$ cat src/rtl/execute_divide.sv
// Execute-stage iterative radix-2 divider for DIV, IDIV and AAM.
// Produces a zero-extended quotient and remainder plus a #DE flag. The start
// and busy handshake matches the execute-stage multiplier.

`ifndef CMD_DIV
`define CMD_DIV  7'd20
`endif
`ifndef CMD_IDIV
`define CMD_IDIV 7'd21
`endif
`ifndef CMD_AAM
`define CMD_AAM  7'd22
`endif

module execute_divide (
    input  logic        clk,
    input  logic        rst,
    input  logic        exe_reset,
    input  logic [6:0]  exe_cmd,
    input  logic        exe_is_8bit,
    input  logic        exe_operand_16bit,
    input  logic        exe_operand_32bit,
    input  logic [31:0] eax,
    input  logic [31:0] edx,
    input  logic [31:0] src,
    output logic        div_busy,
    output logic [31:0] div_quotient,
    output logic [31:0] div_remainder,
    output logic        exe_div_exception
);

    typedef enum logic [2:0] {
        S_IDLE,
        S_PREP,
        S_ITER,
        S_FIX,
        S_DONE
    } state_t;

    typedef enum logic [1:0] {
        W_8,
        W_16,
        W_32
    } width_t;

    state_t      state_q, state_d;
    width_t      width_q, width_d;
    logic        signed_q, signed_d;
    logic [63:0] dvd_q, dvd_d;
    logic [31:0] dvs_q, dvs_d;
    logic [31:0] dvs_mag_q, dvs_mag_d;
    logic [31:0] rem_q, rem_d;
    logic [31:0] low_q, low_d;
    logic [31:0] quo_q, quo_d;
    logic [4:0]  cnt_q, cnt_d;
    logic        quo_neg_q, quo_neg_d;
    logic        rem_neg_q, rem_neg_d;
    logic [31:0] quotient_q, quotient_d;
    logic [31:0] remainder_q, remainder_d;
    logic        exc_q, exc_d;

    logic        start_req;
    logic        is_signed_cmd;
    logic        is_aam;
    width_t      width_in;
    logic [63:0] dvd_in;
    logic [31:0] dvs_in;

    logic [63:0] dvd_mask;
    logic [31:0] w_mask;
    logic [31:0] pos_max;
    logic        dvd_sign;
    logic        dvs_sign;
    logic [63:0] abs_dvd;
    logic [31:0] abs_dvs;
    logic [31:0] hi_half;
    logic [31:0] lo_aligned;
    logic [4:0]  cnt_init;

    logic [32:0] shifted;
    logic        trial_ok;
    logic [31:0] quo_signed;
    logic [31:0] rem_signed;
    logic        idiv_overflow;

    assign is_aam        = (exe_cmd == `CMD_AAM);
    assign is_signed_cmd = (exe_cmd == `CMD_IDIV);
    assign start_req     = (exe_cmd == `CMD_DIV) || is_signed_cmd || is_aam;

    // Decode operand width and gather dividend/divisor from the register inputs on a start request.
    always_comb begin
        width_in = W_32;
        dvd_in   = {edx, eax};
        dvs_in   = src;
        if (is_aam) begin
            width_in = W_8;
            dvd_in   = {56'd0, eax[7:0]};
            dvs_in   = {24'd0, src[7:0]};
        end else if (exe_is_8bit) begin
            width_in = W_8;
            dvd_in   = {48'd0, eax[15:0]};
            dvs_in   = {24'd0, src[7:0]};
        end else if (exe_operand_16bit) begin
            width_in = W_16;
            dvd_in   = {32'd0, edx[15:0], eax[15:0]};
            dvs_in   = {16'd0, src[15:0]};
        end else if (exe_operand_32bit) begin
            width_in = W_32;
        end
    end

    // Width-dependent masks, sign bits and the split of the dividend magnitude into halves.
    always_comb begin
        case (width_q)
            W_8: begin
                dvd_mask = 64'h0000_0000_0000_FFFF;
                w_mask   = 32'h0000_00FF;
                pos_max  = 32'h0000_007F;
                dvd_sign = dvd_q[15];
                dvs_sign = dvs_q[7];
                cnt_init = 5'd7;
            end
            W_16: begin
                dvd_mask = 64'h0000_0000_FFFF_FFFF;
                w_mask   = 32'h0000_FFFF;
                pos_max  = 32'h0000_7FFF;
                dvd_sign = dvd_q[31];
                dvs_sign = dvs_q[15];
                cnt_init = 5'd15;
            end
            default: begin
                dvd_mask = 64'hFFFF_FFFF_FFFF_FFFF;
                w_mask   = 32'hFFFF_FFFF;
                pos_max  = 32'h7FFF_FFFF;
                dvd_sign = dvd_q[63];
                dvs_sign = dvs_q[31];
                cnt_init = 5'd31;
            end
        endcase

        abs_dvd = (signed_q && dvd_sign) ? ((-dvd_q) & dvd_mask) : dvd_q;
        abs_dvs = (signed_q && dvs_sign) ? ((-dvs_q) & w_mask) : dvs_q;

        case (width_q)
            W_8: begin
                hi_half    = {24'd0, abs_dvd[15:8]};
                lo_aligned = {abs_dvd[7:0], 24'd0};
            end
            W_16: begin
                hi_half    = {16'd0, abs_dvd[31:16]};
                lo_aligned = {abs_dvd[15:0], 16'd0};
            end
            default: begin
                hi_half    = abs_dvd[63:32];
                lo_aligned = abs_dvd[31:0];
            end
        endcase
    end

    // One restoring-division step plus the sign fix-up and signed range check for the final result.
    always_comb begin
        shifted       = {rem_q, low_q[31]};
        trial_ok      = (shifted >= {1'b0, dvs_mag_q});
        quo_signed    = quo_neg_q ? ((-quo_q) & w_mask) : quo_q;
        rem_signed    = rem_neg_q ? ((-rem_q) & w_mask) : rem_q;
        idiv_overflow = signed_q && (quo_neg_q ? (quo_q > (pos_max + 32'd1))
                                               : (quo_q > pos_max));
    end

    // Next-state and datapath update for the divide sequencer; a pipeline flush overrides everything.
    always_comb begin
        state_d     = state_q;
        width_d     = width_q;
        signed_d    = signed_q;
        dvd_d       = dvd_q;
        dvs_d       = dvs_q;
        dvs_mag_d   = dvs_mag_q;
        rem_d       = rem_q;
        low_d       = low_q;
        quo_d       = quo_q;
        cnt_d       = cnt_q;
        quo_neg_d   = quo_neg_q;
        rem_neg_d   = rem_neg_q;
        quotient_d  = quotient_q;
        remainder_d = remainder_q;
        exc_d       = exc_q;

        case (state_q)
            S_IDLE: begin
                if (start_req) begin
                    state_d  = S_PREP;
                    width_d  = width_in;
                    signed_d = is_signed_cmd;
                    dvd_d    = dvd_in;
                    dvs_d    = dvs_in;
                end
            end
            S_PREP: begin
                quo_neg_d = signed_q & (dvd_sign ^ dvs_sign);
                rem_neg_d = signed_q & dvd_sign;
                dvs_mag_d = abs_dvs;
                if ((dvs_q == 32'd0) || (hi_half >= abs_dvs)) begin
                    exc_d       = 1'b1;
                    quotient_d  = 32'd0;
                    remainder_d = 32'd0;
                    state_d     = S_DONE;
                end else begin
                    rem_d   = hi_half;
                    low_d   = lo_aligned;
                    quo_d   = 32'd0;
                    cnt_d   = cnt_init;
                    state_d = S_ITER;
                end
            end
            S_ITER: begin
                rem_d = trial_ok ? (shifted[31:0] - dvs_mag_q) : shifted[31:0];
                quo_d = {quo_q[30:0], trial_ok};
                low_d = {low_q[30:0], 1'b0};
                if (cnt_q == 5'd0) begin
                    state_d = S_FIX;
                end else begin
                    cnt_d = cnt_q - 5'd1;
                end
            end
            S_FIX: begin
                quotient_d  = quo_signed;
                remainder_d = rem_signed;
                exc_d       = idiv_overflow;
                state_d     = S_DONE;
            end
            S_DONE: begin
                state_d = S_IDLE;
            end
            default: begin
                state_d = S_IDLE;
            end
        endcase

        if (exe_reset) begin
            state_d = S_IDLE;
            exc_d   = 1'b0;
        end
    end

    // State and datapath registers with asynchronous clear.
    always_ff @(posedge clk or posedge rst) begin
        if (rst) begin
            state_q     <= S_IDLE;
            width_q     <= W_8;
            signed_q    <= 1'b0;
            dvd_q       <= 64'd0;
            dvs_q       <= 32'd0;
            dvs_mag_q   <= 32'd0;
            rem_q       <= 32'd0;
            low_q       <= 32'd0;
            quo_q       <= 32'd0;
            cnt_q       <= 5'd0;
            quo_neg_q   <= 1'b0;
            rem_neg_q   <= 1'b0;
            quotient_q  <= 32'd0;
            remainder_q <= 32'd0;
            exc_q       <= 1'b0;
        end else begin
            state_q     <= state_d;
            width_q     <= width_d;
            signed_q    <= signed_d;
            dvd_q       <= dvd_d;
            dvs_q       <= dvs_d;
            dvs_mag_q   <= dvs_mag_d;
            rem_q       <= rem_d;
            low_q       <= low_d;
            quo_q       <= quo_d;
            cnt_q       <= cnt_d;
            quo_neg_q   <= quo_neg_d;
            rem_neg_q   <= rem_neg_d;
            quotient_q  <= quotient_d;
            remainder_q <= remainder_d;
            exc_q       <= exc_d;
        end
    end

    assign div_busy          = (state_q != S_DONE);
    assign div_quotient      = quotient_q;
    assign div_remainder     = remainder_q;
    assign exe_div_exception = exc_q;

endmodule
$ cat config.mk
export PLATFORM = sky130hd
export DESIGN_NAME = execute_divide
export DESIGN_NICKNAME = d
export VERILOG_FILES = /design/src/rtl/execute_divide.sv
export SDC_FILE = /design/constraint.sdc
export NUM_CORES = 1
export LEC_CHECK = 0
export ABC_CLOCK_PERIOD_IN_PS = 8900
export CORE_AREA = 3 3 193 195
export CTS_BUF_LIST = sky130_fd_sc_hd__clkbuf_16
export DETAILED_ROUTE_END_ITERATION = 16
export DIE_AREA = 0 0 196 198
export DONT_BUFFER_PORTS = 1
export PLACE_DENSITY = 0.77
export SYNTH_ARGS = -nofsm -noshare
export SYNTH_HDL_FRONTEND = slang
export SYNTH_SLANG_ARGS = --single-unit
export TNS_END_PERCENT = 10
$ cat constraint.sdc
create_clock -name clk -period 8.9 [get_ports clk]
set_clock_uncertainty 0.05 [all_clocks]
set_input_delay 1.335 -clock clk [delete_from_list [all_inputs] [get_ports clk]]
set_output_delay 1.335 -clock clk [all_outputs]
set_load 0.05 [all_outputs]
==> impl_metrics.py <==
metrics = {
    "critical_path": {
        "crit_chain": "inv_1 -> ha_1 -> or3b_2 -> or4_1 -> nor2_1 -> and3_1 -> a21oi_1 -> xnor2_1 -> a21oi_1 -> ha_1 -> nand4_1 -> nor2_1 -> o31ai_1 -> nand4_1 -> a41o_1 -> or4_1 -> buf_4 -> or3_1 -> a21oi_1 -> o21a_1",
        "required_ns": 9.33,
        "critPathMaxStageDelay_ns": 0.59,
        "crit_path_start_kind": "flop",
        "setup.worst_path.class": "flop to flop",
        "cp-end-kind": "flop",
        "critPathArrivalTime_ns": 6.52,
        "cp_common_cell": "a21oi_1",
        "slowest_stage": "a21oi_1",
        "cp_max_fo": 58,
    },
    "min_path": {
        "hold_path_class": "flop to flop",
    },
    "timing": {
        "setup_tns_ns": 0,
        "fmax_mhz": 164,
        "rsz0062_at_grt": "false",
        "finalCritPeriodShare_pct": 68.4,
        "setup_viol": 0,
        "holdWs_ns": 0.433,
        "relSlewSlack_pct": 22.7,
        "final-hold-violation-count": 0,
        "worstMarginPinSlew_ns": 1.16,
        "slew_viol_final": 0,
        "min_period_ns": 6.09,
    },
    "detailed_routing": {
        "drt_iter0_drc": 1916,
        "firstDrtPassIters": 5,
        "vias": 16800,
        "vias_per_cell": 6.39,
        "drtAntennaViolNets": 0,
        "drc": 0,
        "drt-wirelength-per-cell_um": 21.0,
        "routed_wl_um": 55300,
    },
    "synth": {
        "synth.avg_cell_area_um2": 8.76,
        "synth_area_um2": 19500,
        "async_flop_share_pct": 100,
        "synth_edf_count": 0,
        "syn_inst": 2220,
        "ys_warn_count": 0,
        "ys_seq_elements": 302,
        "synthDistinctLibCells": 85,
        "ys_seq_area_share_pct": 38.8,
        "synth_ff_type": "dfrtp_1",
        "synth_nets": 2430,
    },
    "pwr": {
        "p_per_area_nw_per_um2": 264,
        "power.total_mw": 5.52,
        "leakage_nw": 9.15,
        "peakVddDrop_uv": 231,
    },
    "die": {
        "core_um2": 35600,
        "ioPinCount": 175,
        "rows": 69,
        "die_w_um": 196,
        "initial_core_util_pct": 54.7,
        "die_h_um": 198,
        "dieArea_um2": 38800,
    },
    "clock_tree": {
        "cts_root_buffer": "clkbuf_16",
        "htreeDepth": 2,
        "cts.clk_slew.worst_paths_ns": 0.06,
        "clk_latency_ns": 0.56,
        "cts.repair_timing.setup_buffer_count": 0,
        "cts_made_buffers": 34,
        "cts_resized": 0,
        "cts_hold_buf": 0,
        "cts.sinks": 302,
        "cts_buffer_depth": 3,
        "cts_tree": "done",
    },
    "job": {
        "max_cap_viol_count": 0,
    },
    "global_route": {
        "gr-total-overflow": 0,
        "grt_antenna_before_repair": 0,
        "grt_max_degree": 184,
        "grt_usage_pct": 28.1,
        "grt_pass1_wl_um": 88000,
        "grt_pass1_vias": 15600,
    },
    "placed_design": {
        "post_dp_cell_area_um2": 19700,
        "hpwl_um": 40700,
        "place_inst": 2569,
        "portBuffers": 0,
        "finalWeightedCongestion": 0.943,
    },
    "final_layout": {
        "final_common_cell": "nand2_1",
        "fillers": 3098,
        "final_cell_mix": "317 x nand2_1, 302 x dfrtp_1, 249 x o21ai_0, 147 x nor2_1, 108 x a21oi_1",
        "final_area_um2": 20900,
        "multi_input_area_um2": 11100,
        "regArea_um2": 7560,
        "area_delta_synth_final_pct": 7.29,
        "fin_cells": 2631,
        "nNetsFinal": 2354,
        "drive_above_1_share_pct": 6.45,
    },
    "status": {
        "status": "finished, final reports clean",
    },
}
layout make-up:
| type | count | area share [%] |
|---|---|---|
| Antenna cell | 1 | 0.0120 |
| Tap cell | 461 | 2.76 |
| Timing Repair Buffer | 21 | 0.815 |
| Multi-Input combinational cell | 1723 | 53.4 |
| Clock buffer | 34 | 4.08 |
| Clock inverter | 27 | 1.61 |
| Sequential cell | 302 | 36.2 |
| Inverter | 62 | 1.13 |
synth_stat cells, types with 10 or more instances:
library cell	count	share of area [%]
nand2_1	318	6.1
dfrtp_1	302	39
o21ai_0	249	6.4
nor2_1	148	2.9
clkbuf_1	112	2.2
a21oi_1	108	2.8
ha_1	100	6.4
xor2_1	89	4.0
a22o_1	81	3.6
xnor2_1	66	3.0
inv_1	61	1.2
mux2i_1	52	2.7
nor3_1	51	1.3
or3_1	41	1.3
a31oi_1	39	1.3
nand3_1	37	0.95
nand4_1	28	0.90
o31ai_1	28	1.1
a21o_1	24	0.93
o211ai_1	23	0.89
mux2_2	20	1.2
a211oi_1	13	0.50
nor4_1	13	0.42
or4_1	13	0.50
a22oi_1	12	0.46
nor2b_1	12	0.39
o22ai_1	12	0.39
o41ai_1	12	0.54
and2_1	10	0.32
path summary, 6_finish.rpt:
kind	from	end	slack, ns	cells after the start
worst min-delay path	dvs_mag_q[9]$_DFFE_PP0P_	dvs_mag_q[9]$_DFFE_PP0P_	0.43	2
worst min register to register	dvs_mag_q[9]$_DFFE_PP0P_	dvs_mag_q[9]$_DFFE_PP0P_	0.43	2
min in group asynchronous	rst	div_quotient[23]$_DFFE_PP0P_	0.81	2
worst max-delay path	dvd_q[0]$_DFFE_PP0P_	rem_q[24]$_DFFE_PP0P_	2.81	20
worst max register to register	dvd_q[0]$_DFFE_PP0P_	rem_q[24]$_DFFE_PP0P_	2.81	20
max in group asynchronous	rst	low_q[11]$_DFFE_PP0P_	6.54	3
metal layers:
metal	track usage [%]	share of wire (%)	vias up
li1	-	-	7888
met5	0	0	-
met4	8.05	2.5	0
met1	43.8	48	8110
met3	5.39	9.1	80
met2	39.6	41	728
critical path: cells and delay by family (launching register included):
kind	cells	cell delay, ns
simple gates	9	2.89
compound gates	6	1.29
fa+ha+maj	2	0.62
flops	1	0.48
buf+inv	2	0.44
xor+xnor	1	0.16
cells by family (layout without fill, tap and decap cells):
logic type / count (synthesis) / in the layout / share of synthesized area [%]
AOI/OAI and AO/OA: 670 / 670 / 22.2
xor gates and xnor gates: 155 / 155 / 6.98
adders and majority gates: 101 / 101 / 6.53
buffers and inverters: 195 / 144 / 4.06
DFF: 302 / 302 / 38.8
muxes: 72 / 72 / 3.83
other: 1 / 2 / 0.0193
and+or+nand+nor: 724 / 724 / 17.5
report_power, final:
part	internal, mW	switching, mW	leakage [nW]
clock network	0.908	0.595	0.587
logic	0.853	1.38	4.46
registers	1.54	0.236	4.10
total	3.30	2.21	9.15
metrics by stage:
step           util [%]  worst slack (ns)
6_report           58.7              2.81
2_1_floorplan         -              3.50
4_1_cts            58.7              2.91
5_1_grt            58.7              2.45
3_3_place_gp       55.3              3.01
3_5_place_dp       55.3              2.92
flip-flops by register name (all words and copies together), names as in the netlist:
| signal | cells |
|---|---|
| cnt_q | 5 |
| div_quotient | 32 |
| div_remainder | 32 |
| dvd_q | 64 |
| dvs_mag_q | 32 |
| dvs_q | 32 |
| exe_div_exception | 1 |
| low_q | 32 |
| quo_neg_q | 1 |
| quo_q | 32 |
| rem_neg_q | 1 |
| rem_q | 32 |
| signed_q | 1 |
| state_q | 3 |
| width_q | 2 |
Power figures use the tool's default switching activity.
==> RTL change: new RTL, same settings <==
The 3 values of `width_t` get a one-hot encoding in 3 bits.
--- a/src/rtl/execute_divide.sv
+++ b/src/rtl/execute_divide.sv
@@ -38,8 +38,8 @@
     } state_t;
 
-    typedef enum logic [1:0] {
-        W_8,
-        W_16,
-        W_32
+    typedef enum logic [2:0] {
+        W_8  = 3'b001,
+        W_16 = 3'b010,
+        W_32 = 3'b100
     } width_t;
 
Formal check against the unedited RTL: no difference found for any inputs over 4 cycles, from zero or initial values and one cycle with rst high; so few cycles prove little.
==> RTL change against the unedited design <==
- design area fell by 0.40%
- global-route usage fell by 0.30 points
- area after synthesis fell by 0.21%
- sequential power rose by 8%
- sequential cell count rose by 1
- setup slack got worse by 980 ps
- wire length fell by 2.0%
- total power rose by 11%
- largest power group unchanged
==> RTL change: results (changes against the unedited design) <==
Power and ir drop
  – Pleak: 0.009335 uW (+2.0%)
  – Max VDD drop: 162.3 uV (-30%)

Route
  – Met3 wire length: 4647 um (-7.2%)
  – WL/cell: 19.76 um (-6.1%)
  – Initial DRC count: 1464 (-24%)
  – WL met2: 23590 um (+4.5%)
  – Met1 WL: 24740 um (-6.1%)
  – TritonRoute pass-1 iters: 6 (+1)
  – DR vias/cell: 6.221 (-2.6%)
  – Final WL: 54230 um (-2.0%)
  – Residual DRC: 0 (unchanged)

Worst setup path
  – Reg2Reg Capture Point: rem_q[20]
  – Critical path class: reg -> reg
  – Crit path max-delay cell type: nor2_2
  – Crit-path max cell delay: 780 ps (+190 ps)
  – R2r startpoint: width_q[2]
  – Critical path peak fanout: 40 (-31%)
  – Cells on worst reg2reg path: 18 (-10%)
  – Setup crit end: rem_q[20]
  – Flop2flop setup slack: 1840 ps (-980 ps)
  – CP Data Arrival Time: 7460 ps (+940 ps)

Global routing
  – Pin count of the biggest net entering global routing: 163 (-11%)
  – Met2 Resource Use GR: 42.07% (+2.5 points)
  – Total GRT Usage: 27.79% (-0.30 points)
  – Vias in the first global route: 16360 (+5.0%)
  – Met3 Usage GRT: 4.900% (-0.49 points)
  – GRT met1 Usage: 41.50% (-2.3 points)
  – First-pass GRT wire length: 88180 um (+0.16%)

Synth
  – Synthesized net count: 2548 (+4.9%)
  – Post-synthesis async set-or-reset flop share: 100.0% (unchanged)
  – Synth Area per Inst: 8.303 um^2 (-5.2%)
  – Top cells by area, synth: dfrtp_1, nand2_1, o21ai_0
  – Synth top cells by count: nand2_1, dfrtp_1, o21ai_0
  – Yosys cell types: 80 (-5.9%)
  – Yosys Warn Count: 0 (unchanged)
  – Post-synthesis sequential area ratio: 39.07% (+0.22 points)

Final layout
  – Max reg flops: 64 (unchanged)
  – Share of cells above drive strength 1: 4.685% (-1.8 points)
  – Ant. Diodes: 0 (-1)
  – Filler instances: 3220 (+3.9%)

STA
  – Relative slew slack: 15.53% (-7.2 points)
  – Final count of hold timing violations: 0 (unchanged)

Place
  – Final HPWL DP: 39760 um (-2.4%)
  – Gpl congestion: 0.9656 (+2.4%)
  – Dpl cells: 2683 (+4.4%)

Status
  – Outcome: finished, final reports clean

Clocking
  – Post-CTS resize count: 0 (unchanged)
  – Clk_lat worst skew: 530 ps (-30 ps)
  – Clock buffer count from CTS: 35 (+2.9%)

Hold path
  – Worst Hold Endpoint: low_q[24]
  – Hold path startpoint: low_q[23]
==> RTL change: through the flow <==
step | area (um^2) | hold WS (ps) | setup slack (ps) | util [%]
after detailed placement | 19710 | 414.2 | 2030 | 55.40
after global placement | 19710 | 404.9 | 2173 | 55.40
after floorplan | 19420 | 393.7 | 3487 | -
after CTS | 20790 | 425.8 | 2015 | 58.45
after global routing | 20790 | 452.8 | 1401 | 58.45
final | 20790 | 427.7 | 1836 | 58.45
==> RTL change: power by group <==
group | internal [uW] | total (uW) | switching [uW]
Clock | 804 | 1380 | 576
Combinational | 1140 | 2850 | 1720
Sequential | 1600 | 1920 | 311
Total | 3540 | 6150 | 2600
==> RTL change: area by class of cell <==
cell class / count / area, um^2 / area share (%)
clock buffers: 35 / 875.8 / 4.213
well taps: 461 / 576.8 / 2.775
repair buffers: 19 / 167.7 / 0.8065
multi-input cells: 1836 / 11130 / 53.56
clock inverters: 27 / 206.4 / 0.9931
inverters: 64 / 244.0 / 1.174
flip-flops and latches: 303 / 7584 / 36.48
==> RTL change: logic make-up (layout without fill, tap and decap cells) <==
group / count (synthesis) / in the layout / share of synthesized area (%)
AND/OR/NAND/NOR: 881 / 881 / 20.64
AO/OA/AOI/OAI: 667 / 667 / 21.15
flip-flops: 303 / 303 / 39.07
buffers and inverters: 199 / 145 / 3.951
XOR/XNOR: 155 / 155 / 6.993
adder cells (fa/ha/maj): 101 / 101 / 6.549
multiplexers: 31 / 31 / 1.631
other: 1 / 1 / 0.01932
==> RTL change: worst max-delay path, delay by kind of cell (launching register included) <==
kind	cells	cell delay [ps]
and+or+nand+nor	11	4830
AOI/OAI and AO/OA	4	780
buffers and inverters	2	510
DFF	1	460
adders and majority gates	1	320
